[src/rtl/uart_rx_if.sv]
// Serial input, tick enable and received-byte outputs of the UART receiver.
// The slave modport is the receiver side; the master modport is whatever drives the line.
interface uart_rx_if;
  logic       tick;
  logic       rx;
  logic [7:0] data_out;
  logic       rx_valid;
  logic       frame_err;
  logic       busy;

  modport slave (
    input  tick,
    input  rx,
    output data_out,
    output rx_valid,
    output frame_err,
    output busy
  );

  modport master (
    output tick,
    output rx,
    input  data_out,
    input  rx_valid,
    input  frame_err,
    input  busy
  );
endinterface

[src/rtl/uart_rx.sv]
// 8N1 UART receiver with an oversampling tick enable, a 2-flop input synchronizer
// and registered one-cycle rx_valid / frame_err pulses.
module uart_rx #(
  parameter int unsigned OVERSAMPLE = 16
) (
  input  logic      clk,
  input  logic      rst,
  uart_rx_if.slave  bus
);
  localparam int unsigned    CW      = $clog2(OVERSAMPLE);
  localparam logic [CW-1:0] CNT_MID = CW'(OVERSAMPLE / 2 - 1);
  localparam logic [CW-1:0] CNT_END = CW'(OVERSAMPLE - 1);

  typedef enum logic [2:0] {IDLE, START, DATA, STOP, WAIT_IDLE} state_t;

  state_t        state_q, state_d;
  logic [CW-1:0] cnt_q, cnt_d;
  logic [2:0]    bit_idx_q, bit_idx_d;
  logic [7:0]    shift_q, shift_d;
  logic [7:0]    data_q, data_d;
  logic          valid_q, valid_d;
  logic          ferr_q, ferr_d;
  logic          sync_q, rx_s_q;

  always_comb begin
    state_d   = state_q;
    cnt_d     = cnt_q;
    bit_idx_d = bit_idx_q;
    shift_d   = shift_q;
    data_d    = data_q;
    valid_d   = 1'b0;
    ferr_d    = 1'b0;
    if (bus.tick) begin
      case (state_q)
        IDLE: begin
          if (!rx_s_q) begin
            cnt_d   = '0;
            state_d = START;
          end
        end
        START: begin
          // Mid-start-bit recheck rejects glitches shorter than half a bit.
          if (cnt_q == CNT_MID) begin
            cnt_d   = '0;
            state_d = rx_s_q ? IDLE : DATA;
          end else begin
            cnt_d = cnt_q + 1'b1;
          end
        end
        DATA: begin
          if (cnt_q == CNT_END) begin
            shift_d[bit_idx_q] = rx_s_q;
            cnt_d              = '0;
            if (bit_idx_q == 3'd7) begin
              bit_idx_d = '0;
              state_d   = STOP;
            end else begin
              bit_idx_d = bit_idx_q + 1'b1;
            end
          end else begin
            cnt_d = cnt_q + 1'b1;
          end
        end
        STOP: begin
          if (cnt_q == CNT_END) begin
            cnt_d = '0;
            if (rx_s_q) begin
              data_d  = shift_q;
              valid_d = 1'b1;
              state_d = IDLE;
            end else begin
              ferr_d  = 1'b1;
              state_d = WAIT_IDLE;
            end
          end else begin
            cnt_d = cnt_q + 1'b1;
          end
        end
        WAIT_IDLE: begin
          if (rx_s_q) state_d = IDLE;
        end
        default: state_d = IDLE;
      endcase
    end
  end

  always_ff @(posedge clk) begin
    if (rst) begin
      state_q   <= IDLE;
      cnt_q     <= '0;
      bit_idx_q <= '0;
      shift_q   <= '0;
      data_q    <= '0;
      valid_q   <= 1'b0;
      ferr_q    <= 1'b0;
      sync_q    <= 1'b1;
      rx_s_q    <= 1'b1;
    end else begin
      state_q   <= state_d;
      cnt_q     <= cnt_d;
      bit_idx_q <= bit_idx_d;
      shift_q   <= shift_d;
      data_q    <= data_d;
      valid_q   <= valid_d;
      ferr_q    <= ferr_d;
      sync_q    <= bus.rx;
      rx_s_q    <= sync_q;
    end
  end

  assign bus.data_out  = data_q;
  assign bus.rx_valid  = valid_q;
  assign bus.frame_err = ferr_q;
  assign bus.busy      = (state_q != IDLE);
endmodule
[src/flat_wrapper.sv]
// flat-port wrapper written by rule: the top's interface ports become plain ports
module uart_rx_flat 
#(
  parameter int unsigned OVERSAMPLE = 16
)
  (clk, rst, bus_tick, bus_rx, bus_data_out, bus_rx_valid, bus_frame_err, bus_busy);
  uart_rx_if bus_i ();
  input  logic clk;
  input  logic rst;
  input wire logic [$bits(bus_i.tick)-1:0] bus_tick;
  input wire logic [$bits(bus_i.rx)-1:0] bus_rx;
  output wire logic [$bits(bus_i.data_out)-1:0] bus_data_out;
  output wire logic [$bits(bus_i.rx_valid)-1:0] bus_rx_valid;
  output wire logic [$bits(bus_i.frame_err)-1:0] bus_frame_err;
  output wire logic [$bits(bus_i.busy)-1:0] bus_busy;
  assign bus_i.tick = bus_tick;
  assign bus_i.rx = bus_rx;
  assign bus_data_out = bus_i.data_out;
  assign bus_rx_valid = bus_i.rx_valid;
  assign bus_frame_err = bus_i.frame_err;
  assign bus_busy = bus_i.busy;
  uart_rx #(.OVERSAMPLE(OVERSAMPLE)) u_core (.clk(clk), .rst(rst), .bus(bus_i));
endmodule
[config.mk]
export PLATFORM = sky130hd
export DESIGN_NAME = uart_rx_flat
export DESIGN_NICKNAME = d
export VERILOG_FILES = /design/src/rtl/uart_rx_if.sv /design/src/rtl/uart_rx.sv /design/src/flat_wrapper.sv
export SDC_FILE = /design/constraint.sdc
export NUM_CORES = 1
export LEC_CHECK = 0
export CAP_MARGIN = 0
export CORE_ASPECT_RATIO = 0.6
export CORE_MARGIN = 2
export CORE_UTILIZATION = 30
export CTS_CLUSTER_SIZE = 14
export DETAILED_ROUTE_END_ITERATION = 10
export PLACE_DENSITY = 0.53
export RECOVER_POWER = 25
export SLEW_MARGIN = 20
export SYNTH_ARGS = -nofsm -noshare
export SYNTH_HDL_FRONTEND = slang
export SYNTH_SLANG_ARGS = --single-unit
[constraint.sdc]
create_clock -name clk -period 1.7 [get_ports clk]
set_clock_uncertainty 0.15 [all_clocks]
set_input_delay 0.17 -clock clk [delete_from_list [all_inputs] [get_ports clk]]
set_output_delay 0.17 -clock clk [all_outputs]
set_load 0.03 [all_outputs]
==> summary.txt <==
Synth
  • Syn Inst Count: 151
  • Syn_area_per_cell: 9.44 µm²
  • Synth area leader: dfxtp_1
  • Mapped Nets: 158
  • Largest cells by area after synthesis: dfxtp_1 (42%), mux2i_1 (11%), nor2_1 (6.1%), ha_1 (2.6%), nand2b_1 (2.6%)
  • Post-synth EDFFs: 0
  • Synth top area share: 0.421
  • Post-synthesis sequential area ratio: 0.421
  • Asr flop ratio synth: 0
  • Syn. warnings: 0
  • Cell variety after synth: 41
  • Post-Syn Area: 1430 µm²
  • Primary FF master, synth: dfxtp_1
  • Synthesis-stage register bit count: 30

Power and ir drop
  • Comb pwr share: 0.071
  • NetSw: 307 µW
  • Maximum VDD drop: 0.278 mV
  • Sequential share of power: 0.535
  • Clock power share: 0.394
  • Sw frac: 0.230
  • Pleak: 0.000782 µW
  • Cell area power density: 662 nW/µm²
  • Int Pwr: 1030 µW
  • Power, Total: 1330 µW

Clock network
  • Worst-skew pair later-pin latency: 280 ps
  • CTS tree: yes
  • Clock buffer depth: 2
  • CTS root buf: clkbuf_8
  • Total CTS buffers: 5
  • Worst-path clk slew: 60 ps
  • H-tree depth: 2
  • CTS Sinks: 30
  • Hold-fix buffers at CTS: 0

Drt
  • Post-DRT Antenna Nets: 0
  • Vias: 1,207
  • DR WL/cell: 13.0 µm
  • Drt total wl: 3330 µm
  • Drt pass-1 iters: 4
  • Vias per Instance: 4.71
  • Initial drt markers: 60
  • DRC: 0

Critical path
  • Worst Path Required: 1730 ps
  • Crit path buf inv count: 1
  • Critical path peak fanout: 4
  • WS Path Type: reg -> reg
  • Setup crit start kind: register
  • Worst Path Arrival: 1730 ps
  • Peak per-stage delay on the critical path: 440 ps
  • Cell chain of the critical path: or3b_4, nor4_4, buf_4, mux2i_1, nor2_1
  • Critical Path End Type: register
  • Slowest cell on crit path: or3b_4
  • CP delay by family, top: simple AND/OR/NAND/NOR gates

Die
  • Core ar.: 4560 µm²
  • Initial core utilization: 0.312
  • Die H: 57.4 µm
  • Die ar.: 5340 µm²
  • Num rows: 19
  • Die X: 93.0 µm
  • I/O pin count: 15

STA
  • Slew Viols, Final: 0
  • PnR worst setup slack: -6.35 ps
  • Tmin final: 1710 ps
  • Final hold violations: 0
  • Final period utilization: 1.00
  • Endpoints failing setup: 1
  • RSZ-0062 raised after global routing: true
  • FMAX: 586 MHz
  • Slew @ Worst Pin: 400 ps
  • Slew margin rel.: 0.733

Layout
  • Non-filler cells, final: 256
  • Antenna cell count: 0
  • Nets: 200
  • Filler cell count: 464
  • Area taken by multi-input logic gates: 868 µm²
  • Layout area overhead: 41.3%
  • Seq. cell area: 618 µm²
  • Layout cells sized above 1: 0.368
  • Final Util: 0.441

Global route
  • Initial antenna violation count: 0
  • Gr ovfl total: 0
  • Vias in the first global route: 1,197
  • First-pass GRT wire length: 5620 µm
  • Gr usage total: 0.138
  • Largest net degree at the start of global routing: 11

Placement
  • Placed cells: 248
  • DPL Wire Length: 2440 µm
  • RD Place Congestion: 0.793
  • Buffers on Ports: 14
  • Pre-CTS setup slack: -267 ps

Run status
  • Failing checks: negative setup slack
  • Outcome: complete, but fails checks

Run
  • Max Cap Violations: 0

Hold path
  • Hold Path Class: reg -> reg
## layout make-up
type / instances / area share
Sequential cell: 30 / 0.307
Multi-Input combinational cell: 111 / 0.431
Clock inverter: 2 / 0.00497
Tap cell: 63 / 0.0392
Clock buffer: 5 / 0.0342
Timing Repair Buffer: 45 / 0.183
## routing by layer
| metal | global-route usage | vias up | wire length (µm) |
|---|---|---|---|
| met2 | 0.189 | 33 | 1360 |
| met4 | 0.0588 | 0 | 21 |
| met3 | 0.0462 | 2 | 165 |
| met5 | 0 | - | 0 |
| met1 | 0.196 | 555 | 1780 |
| li1 | - | 617 | - |
## stage by stage
| stage | area [µm²] | hold slack (ps) | TNS (ps) |
|---|---|---|---|
| 4_1_cts | 1950 | 258 | -19.5 |
| 3_5_place_dp | 1830 | 242 | -3620 |
| 3_3_place_gp | 1830 | 250 | -3170 |
| 6_report | 2010 | 258 | -6.35 |
| 2_1_floorplan | 1440 | 124 | 0 |
| 5_1_grt | 2010 | 278 | -764 |
## power by group through the flow
stage | clock (µW) | sequential [µW] | combinational (µW)
floorplan | 0 | 728 | 51.5
detailed placement | 0 | 731 | 90.1
CTS | 555 | 716 | 91.4
global placement | 0 | 731 | 88.0
finish | 525 | 713 | 94.8
global route | 599 | 713 | 103
## repair_timing
action,4_1_cts,5_1_grt
setup endpoints to repair,10,15
gates resized for setup,17,17
pin swaps,6,11
cloned,0,0
buffers inserted,0,1
## final timing paths
path	from	endpoint	slack, ps	depth (start not counted)
setup reg to reg	u_core.state_q[1]	u_core.shift_q[3]	-6	5
hold reg to reg	u_core.sync_q	u_core.rx_s_q	260	1
hold / removal	u_core.sync_q	u_core.rx_s_q	260	1
setup / recovery	u_core.state_q[1]	u_core.shift_q[3]	-6	5
## state kept, by name, indices dropped and copies added, names as in the netlist
register,flops
u_core.bit_idx_q,3
u_core.bus.data_out,8
u_core.bus.frame_err,1
u_core.bus.rx_valid,1
u_core.cnt_q,4
u_core.rx_s_q,1
u_core.shift_q,8
u_core.state_q,3
u_core.sync_q,1
## cells in the final DEF, fill, tap and decap left out, types with 2 or more instances in the layout
cell type        Yosys  final
nand4b_1             2      2
a22oi_1              2      2
nand4_1              2      2
nand3_1              6      6
or3_1                2      2
buf_2                4      2
nand2_1              8      8
buf_4                2     29
xor2_1               2      2
nor2_1              23     23
clkbuf_8             0      5
dfxtp_2              0      8
dfxtp_1             30     20
nor2b_1              4      4
a21oi_1              5      3
clkdlybuf4s50_1      0     12
or2_2                2      2
mux2i_1             16     16
nor3_1               2      2
or3b_4               0      3
mux2_2               2      2
ha_4                 0      2
nand2b_1             6      6
a21oi_2              0      2
nor4_4               0      3
clkinv_2             0      2
dfxtp_4              0      2
## cells by family (layout without fill, tap and decap cells)
logic type,after synthesis,count (layout),synth area share
AO/OA/AOI/OAI,14,14,0.0650
multiplexers,18,18,0.128
AND/OR/NAND/NOR,74,74,0.306
flip-flops,30,30,0.421
buffers and inverters,10,52,0.0404
adder cells (fa/ha/maj),3,3,0.0263
XOR/XNOR,2,2,0.0123
## Yosys cell counts (2+ instances only)
| master | count |
|---|---|
| dfxtp_1 | 30 |
| nor4_1 | 4 |
| buf_4 | 2 |
| nand2_1 | 8 |
| mux2i_1 | 16 |
| nand2b_1 | 6 |
| or2_2 | 2 |
| or3_1 | 2 |
| nand4b_1 | 2 |
| buf_2 | 4 |
| mux2_2 | 2 |
| a21oi_1 | 5 |
| nand4_1 | 2 |
| a22oi_1 | 2 |
| or3b_2 | 2 |
| xor2_1 | 2 |
| clkbuf_1 | 3 |
| nor2_1 | 23 |
| nand3_1 | 6 |
| ha_1 | 3 |
| nor2b_1 | 4 |
| nor3_1 | 2 |
Power figures use the tool's default switching activity.
